--- src/rtl/mult_pkg.sv ---
// Shared definitions for the sequential radix-2 Booth multiplier:
// widths, FSM state encoding and Booth recoding of the multiplier bit pair.
package mult_pkg;

    localparam int WIDTH = 32;  // operand/result width, tied to add_circuit
    localparam int CNT_W = 6;   // iteration counter, must hold WIDTH

    localparam logic [1:0] S_IDLE = 2'd0;
    localparam logic [1:0] S_RUN  = 2'd1;
    localparam logic [1:0] S_DONE = 2'd2;

    typedef enum logic [1:0] {
        BOOTH_NOP = 2'd0,
        BOOTH_ADD = 2'd1,
        BOOTH_SUB = 2'd2
    } booth_op_t;

    // Radix-2 Booth recoding of {P[1], P[0]}: 01 adds M, 10 subtracts M.
    function automatic booth_op_t booth_decode(input logic [1:0] pair);
        case (pair)
            2'b01:   return BOOTH_ADD;
            2'b10:   return BOOTH_SUB;
            default: return BOOTH_NOP;
        endcase
    endfunction

endpackage

--- src/rtl/mult_booth_seq_add_circuit.sv ---
// add_circuit: 32-bit two's-complement adder with carry-in and signed
// overflow flag (carry into the MSB differs from carry out of it).
module add_circuit
    import mult_pkg::*;
(
    input  logic [WIDTH-1:0] i_a,
    input  logic [WIDTH-1:0] i_b,
    input  logic             i_cin,
    output logic [WIDTH-1:0] o_sum,
    output logic             o_overflow
);

    logic [WIDTH-1:0] w_low;   // bits [30:0] sum plus carry into the MSB
    logic [1:0]       w_high;  // MSB sum plus carry out

    assign w_low      = {1'b0, i_a[WIDTH-2:0]} + {1'b0, i_b[WIDTH-2:0]}
                      + {{(WIDTH-1){1'b0}}, i_cin};
    assign w_high     = {1'b0, i_a[WIDTH-1]} + {1'b0, i_b[WIDTH-1]}
                      + {1'b0, w_low[WIDTH-1]};
    assign o_sum      = {w_high[0], w_low[WIDTH-2:0]};
    assign o_overflow = w_high[1] ^ w_low[WIDTH-1];

endmodule

--- src/rtl/mult_booth_seq.sv ---
// mult_booth_seq: sequential radix-2 Booth signed multiplier, 32x32 -> low
// 32 bits plus an overflow exception. One Booth step per cycle through a
// single add_circuit; start pulse in, one-cycle ready pulse out.
module mult_booth_seq
    import mult_pkg::*;
(
    input  logic             clock,
    input  logic             ctrl_reset_n,
    input  logic             ctrl_MULT,
    input  logic [WIDTH-1:0] data_operandA,
    input  logic [WIDTH-1:0] data_operandB,
    output logic [WIDTH-1:0] data_result,
    output logic             data_exception,
    output logic             data_resultRDY,
    output logic             busy
);

    logic [1:0]       r_state;
    logic [CNT_W-1:0] r_cnt;
    logic [WIDTH-1:0] r_m;          // latched multiplicand
    logic [2*WIDTH:0] r_p;          // {upper, multiplier/low, booth bit}
    logic [WIDTH-1:0] r_result;
    logic             r_exception;
    logic             r_rdy;

    booth_op_t        w_op;
    logic [WIDTH-1:0] w_add_b;
    logic             w_cin;
    logic [WIDTH-1:0] w_sum;
    logic             w_ovf;
    logic [WIDTH-1:0] w_upper_next;
    logic             w_msb;
    logic [2*WIDTH:0] w_p_next;
    logic             w_exc;

    // Operand B and carry-in of the shared adder come from the Booth op:
    // subtraction is A + ~M + 1.
    assign w_op    = booth_decode(r_p[1:0]);
    assign w_add_b = (w_op == BOOTH_SUB) ? ~r_m : r_m;
    assign w_cin   = (w_op == BOOTH_SUB);

    add_circuit u_add (
        .i_a        (r_p[2*WIDTH:WIDTH+1]),
        .i_b        (w_add_b),
        .i_cin      (w_cin),
        .o_sum      (w_sum),
        .o_overflow (w_ovf)
    );

    // Booth step: optional add/sub into the upper half, then arithmetic
    // shift right. The shifted-in bit is the true 33-bit sign of the sum,
    // which keeps M = 0x80000000 correct.
    always_comb begin
        // NOTE: every combinational output gets a default first so no path
        // leaves it unassigned and infers a latch.
        w_upper_next = r_p[2*WIDTH:WIDTH+1];
        w_msb        = r_p[2*WIDTH];
        if (w_op != BOOTH_NOP) begin
            w_upper_next = w_sum;
            w_msb        = w_sum[WIDTH-1] ^ w_ovf;
        end
        w_p_next = {w_msb, w_upper_next, r_p[WIDTH:1]};
    end

    // Product fits in signed 32 bits only if the upper half is all copies
    // of bit 31 of the low result.
    assign w_exc = (r_p[2*WIDTH:WIDTH+1] != {WIDTH{r_p[WIDTH]}});

    // Control FSM and iteration counter; start wins over every transition.
    always_ff @(posedge clock or negedge ctrl_reset_n) begin
        // NOTE: sequential state uses non-blocking assignments so every
        // register samples pre-edge values, independent of statement order.
        if (!ctrl_reset_n) begin
            r_state <= S_IDLE;
            r_cnt   <= '0;
        end else if (ctrl_MULT) begin
            r_state <= S_RUN;
            r_cnt   <= '0;
        end else begin
            case (r_state)
                S_RUN: begin
                    r_cnt <= r_cnt + 1'b1;
                    if (r_cnt == CNT_W'(WIDTH - 1)) r_state <= S_DONE;
                end
                S_DONE:  r_state <= S_IDLE;
                default: r_state <= S_IDLE;
            endcase
        end
    end

    // Multiplicand latch and product register.
    always_ff @(posedge clock or negedge ctrl_reset_n) begin
        if (!ctrl_reset_n) begin
            r_m <= '0;
            r_p <= '0;
        end else if (ctrl_MULT) begin
            r_m <= data_operandA;
            r_p <= {{WIDTH{1'b0}}, data_operandB, 1'b0};
        end else if (r_state == S_RUN) begin
            r_p <= w_p_next;
        end
    end

    // Registered outputs; the DONE cycle publishes even if a new start
    // arrives on the same edge. Results hold until the next DONE.
    always_ff @(posedge clock or negedge ctrl_reset_n) begin
        if (!ctrl_reset_n) begin
            r_result    <= '0;
            r_exception <= 1'b0;
            r_rdy       <= 1'b0;
        end else begin
            r_rdy <= (r_state == S_DONE);
            if (r_state == S_DONE) begin
                r_result    <= r_p[WIDTH:1];
                r_exception <= w_exc;
            end
        end
    end

    assign data_result    = r_result;
    assign data_exception = r_exception;
    assign data_resultRDY = r_rdy;
    assign busy           = (r_state == S_RUN) || (r_state == S_DONE);

endmodule
--- config.mk ---
export PLATFORM = sky130hd
export DESIGN_NAME = mult_booth_seq
export DESIGN_NICKNAME = d
export VERILOG_FILES = /design/src/rtl/mult_pkg.sv /design/src/rtl/mult_booth_seq_add_circuit.sv /design/src/rtl/mult_booth_seq.sv
export SDC_FILE = /design/constraint.sdc
export NUM_CORES = 1
export LEC_CHECK = 0
export ABC_AREA = 1
export BUFFER_PORTS_ARGS = -buffer_cell sky130_fd_sc_hd__clkbuf_2
export CAP_MARGIN = 20
export CORE_ASPECT_RATIO = 1.5
export CORE_UTILIZATION = 45
export CTS_CLUSTER_DIAMETER = 150
export DETAILED_ROUTE_END_ITERATION = 8
export GPL_TIMING_DRIVEN = 0
export HOLD_SLACK_MARGIN = 0.08
export PLACE_DENSITY = 0.74
export SETUP_SLACK_MARGIN = 0.2
export SLEW_MARGIN = 20
export SYNTH_ARGS = -nofsm -noshare
export SYNTH_HDL_FRONTEND = slang
export SYNTH_SLANG_ARGS = --single-unit
--- constraint.sdc ---
create_clock -name clock -period 7.3 [get_ports clock]
set_input_delay 0.365 -clock clock [delete_from_list [all_inputs] [get_ports clock]]
set_output_delay 0.365 -clock clock [all_outputs]
set_load 0.01 [all_outputs]
==> impl_results.md <==
- Final GP Congestion: 0.969
- First-pass GRT wire length: 41200 um
- Total track usage: 0.276
- Fin area: 0.0102 mm^2
- H-tree levels: 4
- Vias in the first global route: 8200
- RR Startpoint: r_p[0]
- Most common cell after layout, fill and taps aside: nand2_1
- Setup_tns: 0 ns
- R2R Setup Slk: 3.37 ns
- Root buffer cell: clkbuf_16
- Top-Level Pins: 102
- Worst EP arrival: 4.21 ns
- Synth Area in Adders: 0.0594
- Gr ovfl total: 0
- Worst slew pin tran: 0.798 ns
- Filler Cells Inserted: 1773
- Mean Syn Cell Area: 7.17 um^2
- Die width: 115 um
- CP Launch Type: flop
- Slowest cell on the critical path: nor4_1
- Nets: 1438
- CTS tree: built
- Core area: 0.0187 mm^2
- Fin. Hold Viols: 0
- RR Endpoint: r_p[63]
- CP Cell Sequence: inv_1 > ha_1 > buf_2 > buf_2 > xor2_1 > ha_1 > nand2_1 > nor2_1 > inv_1 > nor4_1 > nand3_1 > nand4_1 > fa_1 > o21ai_0 > o21ai_0
- Critical path endpoint: r_p[63]
- Ant. Diodes: 0
- Compound-Gate Fraction of Synth Area: 0.101
- Cts bufs inserted: 17
- Largest family of logic cells by synthesized area: simple AND/OR/NAND/NOR gates
- Yosys warning count: 0
- Initial antenna violation count: 0
- Die Ht: 172 um
- CP startpoint: r_p[0]
- Required @ worst endpoint: 7.58 ns
- Crit path capture type: flop
- Worst slew margin: 0.468
- Total wire length: 25800 um
- Vias: 8300
- Share of layout cells above drive strength 1: 0.137
- Ys flop type: dfrtp_1
- RSZ-0062 raised after global routing: no
- Fin crit period: 3.93 ns
- XOR/XNOR share of the synthesized area: 0.0343
- DRT iter0 DRCs: 618
- Seq/Total Area, Yosys: 0.401
- Area growth syn-to-layout: 17.3%
- Unique masters post-synth: 40
- Largest net degree at the start of global routing: 72
- Clock slew at reported path FFs: 0.06 ns
- Maximum VDD drop: 0.000269 V
- Status: complete, no violations
- I/O Buffers: 100
- Commonest cells after routing, fill and taps aside: 430 x nand2_1, 170 x inv_1, 139 x dfrtp_1
- Syn Nets: 1317
- Cts repair resizes: 0
- LEAKAGE: 5.67 nW
- Mux share of post-synthesis cell area: 0.0130
- Power Dens Cells: 269 mW/mm^2
- EDFF count, synth: 0
- Setup Skew: 0.00694 ns
- Asr flop ratio synth: 1.00
- Clock tree buffer depth: 2
- Worst-Skew Late Latency: 0.43 ns
- # clock sinks: 139
- Largest fanout on the critical path: 10
- Number of remaining DRC errors: 0
- R2r worst-path depth: 15
- TritonRoute pass-1 iters: 8
- Die area: 0.0199 mm^2
- Max Cap Violations: 0
- Detail Placement HPWL: 20000 um
- Final Slew Violations: 0
- Drt via density: 5.20
- Starting Density: 0.464
- FMAX: 0.254 GHz
- DR WL/cell: 16.1 um
- Cells after Synth: 1210
- Finished Layout Cells: 1596
- Worst hold margin: 0.139 ns
- Area share of and/or/nand/nor cells after synthesis: 0.296
- Endpoints failing setup: 0
- Final worst path period share: 0.538
- Post-synthesis instance area: 0.00868 mm^2
- Min-delay worst type: input port to flop
- Post-layout util: 0.544
- Critical path's largest stage delay: 0.51 ns
- Rows: 61
- Post-synthesis register bit count: 139
- WS Path Type: flop to flop
- Post-DRT Antenna Nets: 0
- Placed cells: 1563
- Dpl cell area: 0.00953 mm^2
cells by family after synthesis:
group | Yosys count
fa+ha+maj | 40
xor+xnor | 34
compound gates | 148
flops | 139
buf+inv | 215
mux | 10
simple gates | 624
synthesized netlist by cell type, types with 2 or more instances:
master	n	area, um^2
o221ai_1	15	131
nand2_2	10	62.6
nor2_2	5	31.3
buf_2	14	70.1
nor4_1	6	37.5
nor3_1	11	55.1
clkbuf_1	21	78.8
nand2_1	430	1610
nand4_1	15	93.8
nand3_1	54	270
dfrtp_1	139	3480
xor2_1	33	289
o22ai_1	2	12.5
o21bai_1	3	22.5
a21oi_1	71	355
inv_2	3	11.3
or2_1	2	12.5
o21ai_0	30	150
buf_4	3	22.5
buf_1	3	11.3
inv_1	170	638
o211ai_1	18	135
ha_1	38	475
mux2_2	10	113
o21ai_1	3	15.0
fa_1	2	40.0
nand3_2	6	60.1
nor2_1	81	304
layout make-up:
cell class,count,area (um^2),share of cell area
Multi-Input combinational cell,856,4370,0.429
Inverter,174,653,0.0642
Tap cell,252,315,0.0310
Clock buffer,22,474,0.0466
Buffer,41,183,0.0179
Clock inverter,10,164,0.0161
Sequential cell,139,3480,0.342
Timing Repair Buffer,102,547,0.0537
worst max-delay path: cells and delay by family (launching register included):
family	cells	cell delay (ns)
xor gates and xnor gates	1	0.16
buffers and inverters	4	0.63
and+or+nand+nor	5	1.24
DFF	1	0.36
adders and majority gates	3	0.96
AOI/OAI and AO/OA	2	0.43
worst min-delay path by stage:
| stage | startpoint | endpoint | slack (ns) | cells after the start |
|---|---|---|---|---|
| after detailed placement | ctrl_reset_n | data_result[5] | 0.42 | 1 |
| after global placement | r_m[26] | r_m[26] | 0.47 | 2 |
| after CTS | data_operandA[29] | r_m[29] | 0.13 | 3 |
| after floorplan | ctrl_reset_n | data_exception | 0.07 | 0 |
| final | data_operandA[29] | r_m[29] | 0.14 | 3 |
| after global routing | data_operandA[16] | r_m[16] | 0.15 | 3 |
flip-flops by register name (all words and copies together), names as in the netlist:
signal	count
r_p	65
data_result	32
r_m	32
r_cnt	6
r_state	2
data_exception	1
data_resultRDY	1
metrics by stage:
stage                     power (mW)  setup WS (ns)
after detailed placement        1.80           3.49
after global routing            2.89           3.19
after floorplan                 1.53           4.41
after CTS                       2.73           3.47
final                           2.73           3.37
after global placement          1.78           3.47
power by group:
part / internal (mW) / switching [mW] / leakage, nW
clock network: 0.599 / 0.331 / 0.310
logic: 0.296 / 0.585 / 3.59
registers: 0.851 / 0.0718 / 1.77
per-layer routing:
layer  wire [um]  part of all wire  global-route usage  vias to the layer above
met4        1490             0.058               0.176                        0
met5           0                 0                   0                        -
li1            -                 -                   -                     4072
met2       13300              0.52               0.492                      291
met3        1200             0.047              0.0368                       92
met1        9800              0.38               0.308                     3845
timing repair:
action                                 in CTS  in global routing
setup buffers                               0                  0
setup endpoints to repair                   0                  0
endpoints found under the hold margin      70                  0
hold buffers                                1                  0
Note: power is estimated with default switching activity, not from simulation.
